`config.mk`:
```
export PLATFORM = sky130hd
export DESIGN_NAME = pixel_write_buffer_flat
export DESIGN_NICKNAME = d
export VERILOG_FILES = /design/src/rtl/pixel_write_buffer_if.sv /design/src/rtl/pixel_write_buffer.sv /design/src/flat_wrapper.sv
export SDC_FILE = /design/constraint.sdc
export NUM_CORES = 1
export LEC_CHECK = 0
export CAP_MARGIN = 5
export CORE_UTILIZATION = 51
export CTS_CLUSTER_DIAMETER = 30
export DETAILED_ROUTE_END_ITERATION = 12
export PLACE_DENSITY = 0.68
export REMOVE_ABC_BUFFERS = 1
export SLEW_MARGIN = 20
export SYNTH_ARGS = -nofsm -noshare
export SYNTH_HDL_FRONTEND = slang
export SYNTH_SLANG_ARGS = --single-unit
export TNS_END_PERCENT = 20
```
`constraint.sdc`:
```
create_clock -name clk -period 4.35 [get_ports clk]
set_input_delay 1.0875 -clock clk [delete_from_list [all_inputs] [get_ports clk]]
set_output_delay 1.0875 -clock clk [all_outputs]
set_load 0.005 [all_outputs]
```
`src/rtl/pixel_write_buffer_if.sv`:
```
// Pixel write buffer bus: line-drawer input, framebuffer write port and status flags.
interface pixel_write_buffer_if;
  logic       wr_valid;
  logic [7:0] write_x_pos;
  logic [6:0] write_y_pos;
  logic [2:0] pixel_color;
  logic       fb_ready;
  logic       clear_overflow;
  logic       fb_wr_en;
  logic [14:0] fb_wr_addr;
  logic [2:0] fb_wr_data;
  logic       empty;
  logic       almost_full;
  logic       overflow;

  modport master (
    output wr_valid, write_x_pos, write_y_pos, pixel_color, fb_ready, clear_overflow,
    input  fb_wr_en, fb_wr_addr, fb_wr_data, empty, almost_full, overflow
  );

  modport slave (
    input  wr_valid, write_x_pos, write_y_pos, pixel_color, fb_ready, clear_overflow,
    output fb_wr_en, fb_wr_addr, fb_wr_data, empty, almost_full, overflow
  );
endinterface

```
`src/rtl/pixel_write_buffer.sv`:
```
// Two-stage pixel pipeline (bounds check, address generation) feeding a FIFO
// that drains into the framebuffer write port whenever it is ready.
module pixel_write_buffer #(
  parameter int unsigned DEPTH        = 16,
  parameter int unsigned VGA_WIDTH_C  = 160,
  parameter int unsigned VGA_HEIGHT_C = 120
) (
  input logic                  clk,
  input logic                  rst_n,
  pixel_write_buffer_if.slave  bus
);

  localparam int unsigned AW     = $clog2(DEPTH);
  localparam int unsigned CW     = AW + 1;
  localparam int unsigned ADDR_W = 15;
  localparam int unsigned COL_W  = 3;
  localparam logic [8:0]    X_LIM     = 9'(VGA_WIDTH_C);
  localparam logic [7:0]    Y_LIM     = 8'(VGA_HEIGHT_C);
  localparam logic [CW-1:0] CNT_FULL  = CW'(DEPTH);
  localparam logic [CW-1:0] CNT_AFULL = CW'(DEPTH - 2);

  typedef struct packed {
    logic [ADDR_W-1:0] addr;
    logic [COL_W-1:0]  color;
  } pix_t;

  logic             s1_valid;
  logic [7:0]       s1_x;
  logic [6:0]       s1_y;
  logic [COL_W-1:0] s1_color;
  logic             s2_valid;
  pix_t             s2_pix;

  pix_t             mem [DEPTH];
  logic [AW-1:0]    wr_ptr;
  logic [AW-1:0]    rd_ptr;
  logic [CW-1:0]    count;
  logic             empty_q;
  logic             afull_q;
  logic             ovf_q;

  logic              in_bounds_c;
  logic              s1_valid_nxt_c;
  logic [ADDR_W-1:0] addr_c;
  logic              push_c;
  logic              pop_c;
  logic              drop_c;
  logic [CW-1:0]     count_nxt_c;
  pix_t              head_c;

  assign in_bounds_c    = ({1'b0, bus.write_x_pos} < X_LIM) && ({1'b0, bus.write_y_pos} < Y_LIM);
  assign s1_valid_nxt_c = bus.wr_valid && in_bounds_c;

  // Stage 1: out-of-bounds pixels never become valid, so they cannot reach the FIFO.
  always_ff @(posedge clk or negedge rst_n) begin
    if (!rst_n) begin
      s1_valid <= 1'b0;
      s1_x     <= '0;
      s1_y     <= '0;
      s1_color <= '0;
    end else begin
      s1_valid <= s1_valid_nxt_c;
      s1_x     <= bus.write_x_pos;
      s1_y     <= bus.write_y_pos;
      s1_color <= bus.pixel_color;
    end
  end

  // y*160 + x built from shifts: 160 = 128 + 32.
  assign addr_c = (ADDR_W'(s1_y) << 7) + (ADDR_W'(s1_y) << 5) + ADDR_W'(s1_x);

  always_ff @(posedge clk or negedge rst_n) begin
    if (!rst_n) begin
      s2_valid <= 1'b0;
      s2_pix   <= '0;
    end else begin
      s2_valid <= s1_valid;
      s2_pix   <= '{addr: addr_c, color: s1_color};
    end
  end

  // A pop frees a slot on the same edge, so a full FIFO still accepts when draining.
  always_comb begin
    pop_c       = (count != '0) && bus.fb_ready;
    push_c      = s2_valid && ((count != CNT_FULL) || pop_c);
    drop_c      = s2_valid && (count == CNT_FULL) && !pop_c;
    count_nxt_c = count;
    head_c      = '0;
    if (push_c && !pop_c) begin
      count_nxt_c = count + CW'(1);
    end else if (pop_c && !push_c) begin
      count_nxt_c = count - CW'(1);
    end
    if (count != '0) begin
      head_c = mem[rd_ptr];
    end
  end

  always_ff @(posedge clk or negedge rst_n) begin
    if (!rst_n) begin
      wr_ptr  <= '0;
      rd_ptr  <= '0;
      count   <= '0;
      ovf_q   <= 1'b0;
      afull_q <= 1'b0;
      empty_q <= 1'b1;
    end else begin
      if (push_c) begin
        wr_ptr <= wr_ptr + AW'(1);
      end
      if (pop_c) begin
        rd_ptr <= rd_ptr + AW'(1);
      end
      count <= count_nxt_c;
      // A drop wins over a simultaneous clear so no loss goes unreported.
      if (drop_c) begin
        ovf_q <= 1'b1;
      end else if (bus.clear_overflow) begin
        ovf_q <= 1'b0;
      end
      afull_q <= (count_nxt_c >= CNT_AFULL);
      empty_q <= (count_nxt_c == '0) && !s1_valid_nxt_c && !s1_valid;
    end
  end

  always_ff @(posedge clk) begin
    if (push_c) begin
      mem[wr_ptr] <= s2_pix;
    end
  end

  assign bus.fb_wr_en    = pop_c;
  assign bus.fb_wr_addr  = head_c.addr;
  assign bus.fb_wr_data  = head_c.color;
  assign bus.empty       = empty_q;
  assign bus.almost_full = afull_q;
  assign bus.overflow    = ovf_q;

endmodule
```
`src/flat_wrapper.sv`:
```
// flat-port wrapper written by rule: the top's interface ports become plain ports
module pixel_write_buffer_flat 
#(
  parameter int unsigned DEPTH        = 16,
  parameter int unsigned VGA_WIDTH_C  = 160,
  parameter int unsigned VGA_HEIGHT_C = 120
)
  (clk, rst_n, bus_wr_valid, bus_write_x_pos, bus_write_y_pos, bus_pixel_color, bus_fb_ready, bus_clear_overflow, bus_fb_wr_en, bus_fb_wr_addr, bus_fb_wr_data, bus_empty, bus_almost_full, bus_overflow);
  pixel_write_buffer_if bus_i ();
  input logic clk;
  input logic rst_n;
  input wire logic [$bits(bus_i.wr_valid)-1:0] bus_wr_valid;
  input wire logic [$bits(bus_i.write_x_pos)-1:0] bus_write_x_pos;
  input wire logic [$bits(bus_i.write_y_pos)-1:0] bus_write_y_pos;
  input wire logic [$bits(bus_i.pixel_color)-1:0] bus_pixel_color;
  input wire logic [$bits(bus_i.fb_ready)-1:0] bus_fb_ready;
  input wire logic [$bits(bus_i.clear_overflow)-1:0] bus_clear_overflow;
  output wire logic [$bits(bus_i.fb_wr_en)-1:0] bus_fb_wr_en;
  output wire logic [$bits(bus_i.fb_wr_addr)-1:0] bus_fb_wr_addr;
  output wire logic [$bits(bus_i.fb_wr_data)-1:0] bus_fb_wr_data;
  output wire logic [$bits(bus_i.empty)-1:0] bus_empty;
  output wire logic [$bits(bus_i.almost_full)-1:0] bus_almost_full;
  output wire logic [$bits(bus_i.overflow)-1:0] bus_overflow;
  assign bus_i.wr_valid = bus_wr_valid;
  assign bus_i.write_x_pos = bus_write_x_pos;
  assign bus_i.write_y_pos = bus_write_y_pos;
  assign bus_i.pixel_color = bus_pixel_color;
  assign bus_i.fb_ready = bus_fb_ready;
  assign bus_i.clear_overflow = bus_clear_overflow;
  assign bus_fb_wr_en = bus_i.fb_wr_en;
  assign bus_fb_wr_addr = bus_i.fb_wr_addr;
  assign bus_fb_wr_data = bus_i.fb_wr_data;
  assign bus_empty = bus_i.empty;
  assign bus_almost_full = bus_i.almost_full;
  assign bus_overflow = bus_i.overflow;
  pixel_write_buffer #(.DEPTH(DEPTH), .VGA_WIDTH_C(VGA_WIDTH_C), .VGA_HEIGHT_C(VGA_HEIGHT_C)) u_core (.clk(clk), .rst_n(rst_n), .bus(bus_i));
endmodule
```
Word-level counts from Yosys, hierarchy flattened
Memory sizes are Yosys's and may differ from the RTL's. Index checks and enable logic that the tools add are counted.

Bits in writable memories: 288. Input bits: 23. Logic and storage cells: 50. Memories kept: 1. Output and inout port bits: 22. Register bits after elaboration: 54.

Equal/unequal tests: 2. Reduce and logical (&&, ||, !) cells: 18. Mux-type cells: 7. Add/sub/neg operators: 6. $lt $le $gt $ge: 3.

Memories: u_core.mem (words 16, width 18, read ports 1, clocked after Yosys merged registers in 0, wr ports 1, RTL line pixel_write_buffer.sv:34) `pix_t mem [DEPTH];`.

Operator list (number): $mux W18 (1); $add A14 B12 Y15 (1); $add A15 B8 Y15 (1); $logic_and A1 B1 Y1 (10); $mux W5 (2); $add A4 B1 Y4 const B (2); $lt A8 B8 Y1 const B (1); $lt A7 B7 Y1 const B (1); $add A5 B1 Y5 const B (1); $eq A5 B5 Y1 const B (1); $ge A5 B4 Y1 const B (1); $logic_not A5 Y1 (1); $ne A5 B5 Y1 const B (1); $reduce_bool A5 Y1 (1); $sub A5 B1 Y5 const B (1); $logic_not A1 Y1 (4); $mux W1 (4); $reduce_bool A2 Y1 (1); $logic_or A1 B1 Y1 (1).

Depth between registers and ports, before layout
Word-level depth: 11. Depth in mapped cells: 9. Gate-level depth less buffers: 9.

Worst setup path before layout
Ideal clock, no wire load.

Path type: input to register. Start: input bus_fb_ready. End: memory u_core.mem[3][0] (netlist name), enable pin. Path buffers: 1. Path slack: 0.736 ns. Setup time: 0.416 ns. Data required time: 3.934 ns. Cell stages on the path: 6. Arrival: 3.199 ns. Path through: buf_2 -> or2b_1 -> nor2_1 -> nor2_1 -> nand2_1 -> nor3_1.

Longest elaborated chain between the ends: 5.

Ends and longest elaborated chain: from (decl) (RTL line flat_wrapper.sv:16) `input wire logic [$bits(bus_i.fb_ready)-1:0] bus_fb_ready;`; $logic_and A1 B1 Y1 (RTL line pixel_write_buffer.sv:84) `pop_c = (count != '0) && bus.fb_ready;`; $logic_or A1 B1 Y1 (RTL line pixel_write_buffer.sv:85) `push_c = s2_valid && ((count != CNT_FULL) || pop_c);`; $logic_and A1 B1 Y1 (RTL line pixel_write_buffer.sv:85); $mux W1 (RTL line pixel_write_buffer.sv:127) `if (push_c) begin`; $mux W1 (implied by the code) (RTL line pixel_write_buffer.sv:128) `mem[wr_ptr] <= s2_pix;`; to (decl) (RTL line pixel_write_buffer.sv:34).

No other way between the ends.

Final worst setup path
Start: register u_core.rd_ptr[0]. End: output bus_fb_wr_addr[10].

Longest elaborated chain between the ends: 2.

Ends and longest elaborated chain: from (decl) (RTL line pixel_write_buffer.sv:36) `logic [AW-1:0] rd_ptr;`; from (signal assigned) (RTL line pixel_write_buffer.sv:112) `rd_ptr <= rd_ptr + AW'(1);`; $mem_v2 Z16 W18; $mux W18 (RTL line pixel_write_buffer.sv:94) `if (count != '0) begin`; to (decl) (RTL line flat_wrapper.sv:19) `output wire logic [$bits(bus_i.fb_wr_addr)-1:0] bus_fb_wr_addr;`.

No other way between the ends.

==> impl_results.md <==
- Vias in the first global route: 7183
- Avg Cell Area, Syn: 21.3 µm²
- TritonCTS clock tree: done
- Critical path peak fanout: 38
- Crit path cell chain: buf_16, mux4_2, mux4_2, and2_1, clkdlybuf4s50_1
- Fillers: 1626
- Clock tree buffer depth: 3
- Hold crit path type: flop to flop
- Nets: 776
- Share of layout cells above drive strength 1: 0.322
- CP startpoint kind: flop
- Top cells by count, synth: edfxtp_1, mux4_2, dfrtp_1
- Slew Limit Fails: 0
- Crit Path Category: flop to primary output
- Antenna fix cells: 0
- Width of the chip: 163 µm
- Global-route wire length before repair: 42100 µm
- Vias per inst: 5.91
- Num rows: 58
- Final period util: 0.971
- #FFs+latches synth: 342
- Syn-to-layout area delta: 24.2%
- Placed Area: 14400 µm²
- Cell count after synthesis: 623
- Final critical-path required period: 4.22 ns
- Post-Syn Area: 13300 µm²
- Clock root cell: clkbuf_16
- Placed Cells: 1000
- Via count: 6561
- Post-route ant nets: 0
- Non-Filler Instances: 1110
- All-Layer GR Usage: 0.221
- Yosys cell types: 47
- Maximum Capacitance Violations: 0
- First DRT Iteration DRCs: 566
- Initial DRT Pass Iterations: 5
- Starting density of the core: 0.524
- Die area: 26700 µm²
- Max Freq: 0.237 GHz
- Worst VDD drop: 0.000425 V
- Crit path largest cell delay: 0.57 ns
- Routed Wire Length: 27400 µm
- Worst-skew pair later-pin latency: 0.56 ns
- Post-synth ARST share: 0.158
- Synth warnings: 0
- Critical path endpoint category: primary output
- Highest routed layer: met4
- R2r setup slk: 1.56 ns
- Synth area leaders: edfxtp_1, mux4_2, dfrtp_1
- Tightest Pin Transition: 0.948 ns
- CTS sink count: 342
- Clk_skew: 0.0159 ns
- Most used cell, CP: mux4_2
- Metal2 WL: 13800 µm
- Power per Cell Area: 707 nW/µm²
- Met3 WL: 1610 µm
- Arr. time, crit path: 3.14 ns
- Total power: 11700 µW
- Worst slew margin: 0.368
- Slowest stage cell, crit path: dfrtp_4
- RSZ-0062 raised after global routing: no
- Top FF cell, synth: edfxtp_1
- Finished Cell Area: 16500 µm²
- Seq/Total Area, Yosys: 0.753
- Post-synth EDFFs: 288
- Pin count of the biggest net entering global routing: 62
- Setup tns final: 0 ns
- IO buf count: 44
- WL met1: 11300 µm
- Most frequent cell after synthesis: edfxtp_1
- Hold-fix buffers, CTS: 0
- Lkg Pwr: 0.00571 µW
- Total gr overflow: 0
- Util after Layout: 0.651
- Final setup fails: 0
- Initial antenna violation count: 1
- DR DRC count: 0
- Synth top area share: 0.651
- CP Buf/Inv Count: 2
- Avg WL per Cell: 24.7 µm
- Die Ht: 163 µm
- Status: completed
- Num CTS Buffers: 59
- Dpl hpwl: 15300 µm
- Boundary Pins: 45
- GP Congestion: 0.753
- Htree depth: 2
- Worst path required time: 3.26 ns
- Core Footprint: 25300 µm²
- Synth area leader: edfxtp_1
- Final hold vios: 0
- Clock slew at reported path FFs: 0.05 ns
- CP delay by family, top: multiplexers
[per-layer routing]
layer,GRT usage,vias to the layer above
met5,0,-
li1,-,2770
met4,0.0862,0
met2,0.360,238
met1,0.294,3492
met3,0.0429,61
[layout by cell type (no fill, tap or decap), types with 3 or more instances in the layout]
master	instances
nor3_2	4
mux2i_1	4
clkinv_1	5
bufinv_16	11
clkinvlp_4	8
dfrtp_1	51
o21a_1	3
nor2b_1	3
a21oi_1	6
clkinv_4	6
clkbuf_8	3
xnor2_1	10
ha_1	20
and2_1	18
buf_12	5
buf_4	26
edfxtp_1	288
mux4_2	90
clkdlybuf4s50_1	42
inv_1	19
and3_1	3
nor2_2	12
clkbuf_16	59
clkinv_2	4
nor2_1	7
inv_6	10
nand2_1	10
nand4_1	3
o21ai_0	10
nand2b_1	3
[worst reg2reg max path: cells and delay by family (launching register included)]
family,cells,cell delay [ns]
adders and majority gates,1,0.21
buffers and inverters,2,0.38
and+or+nand+nor,5,1.44
DFF,1,0.46
[cell type report]
class / count / area, µm² / area share
Multi-Input combinational cell: 233 / 3130 / 0.190
Sequential cell: 342 / 10000 / 0.607
Timing Repair Buffer: 76 / 761 / 0.0461
Clock inverter: 46 / 592 / 0.0359
Inverter: 19 / 71.3 / 0.00432
Clock buffer: 64 / 1530 / 0.0925
Tap cell: 330 / 413 / 0.0250
[stage by stage]
step / hold slack [ns] / worst slack (ns)
finish: 0.341 / 0.126
CTS: 0.347 / 0.0120
global placement: 0.333 / 0.645
global route: 0.349 / 0.00297
floorplan: 0.331 / -0.927
detailed placement: 0.335 / 0.620
[cells by family after synthesis]
group / count (synthesis) / share of synthesized area
AND/OR/NAND/NOR: 73 / 0.0303
adder cells (fa/ha/maj): 22 / 0.0219
AO/OA/AOI/OAI: 32 / 0.0159
XOR/XNOR: 11 / 0.00726
multiplexers: 95 / 0.157
buffers and inverters: 48 / 0.0150
flip-flops: 342 / 0.753
[where the power goes]
group / switching [µW] / total [µW] / internal, µW
Clock: 1610 / 4820 / 3210
Combinational: 1160 / 2690 / 1530
Sequential: 250 / 4160 / 3910
[flip-flops by register name (all words and copies together), names as in the netlist]
signal                  count
u_core.mem                288
u_core.s2_pix              18
u_core.s1_x                 8
u_core.s1_y                 7
u_core.count                5
u_core.rd_ptr               4
u_core.wr_ptr               4
u_core.s1_color             3
u_core.bus.almost_full      1
u_core.bus.empty            1
u_core.bus.overflow         1
u_core.s1_valid             1
u_core.s2_valid             1
[timing repair]
item                       4_1_cts  5_1_grt
gates resized for setup          0        2
hold endpoints to repair         0        0
setup endpoints to repair        0        2
setup buffers                    0        0
[worst paths after layout]
| kind | startpoint | to | cells past startpoint |
|---|---|---|---|
| setup reg to reg | u_core.count[1] | u_core.mem[11][3] | 8 |
| hold / removal | u_core.s1_x[4] | u_core.s2_pix[7] | 0 |
| hold reg to reg | u_core.s1_x[4] | u_core.s2_pix[7] | 0 |
| setup / recovery | u_core.rd_ptr[0] | bus_fb_wr_addr[10] | 5 |
| min in group asynchronous | rst_n | u_core.bus.overflow | 1 |
| max in group asynchronous | rst_n | u_core.wr_ptr[0] | 2 |
(Power assumes the default switching activity.)
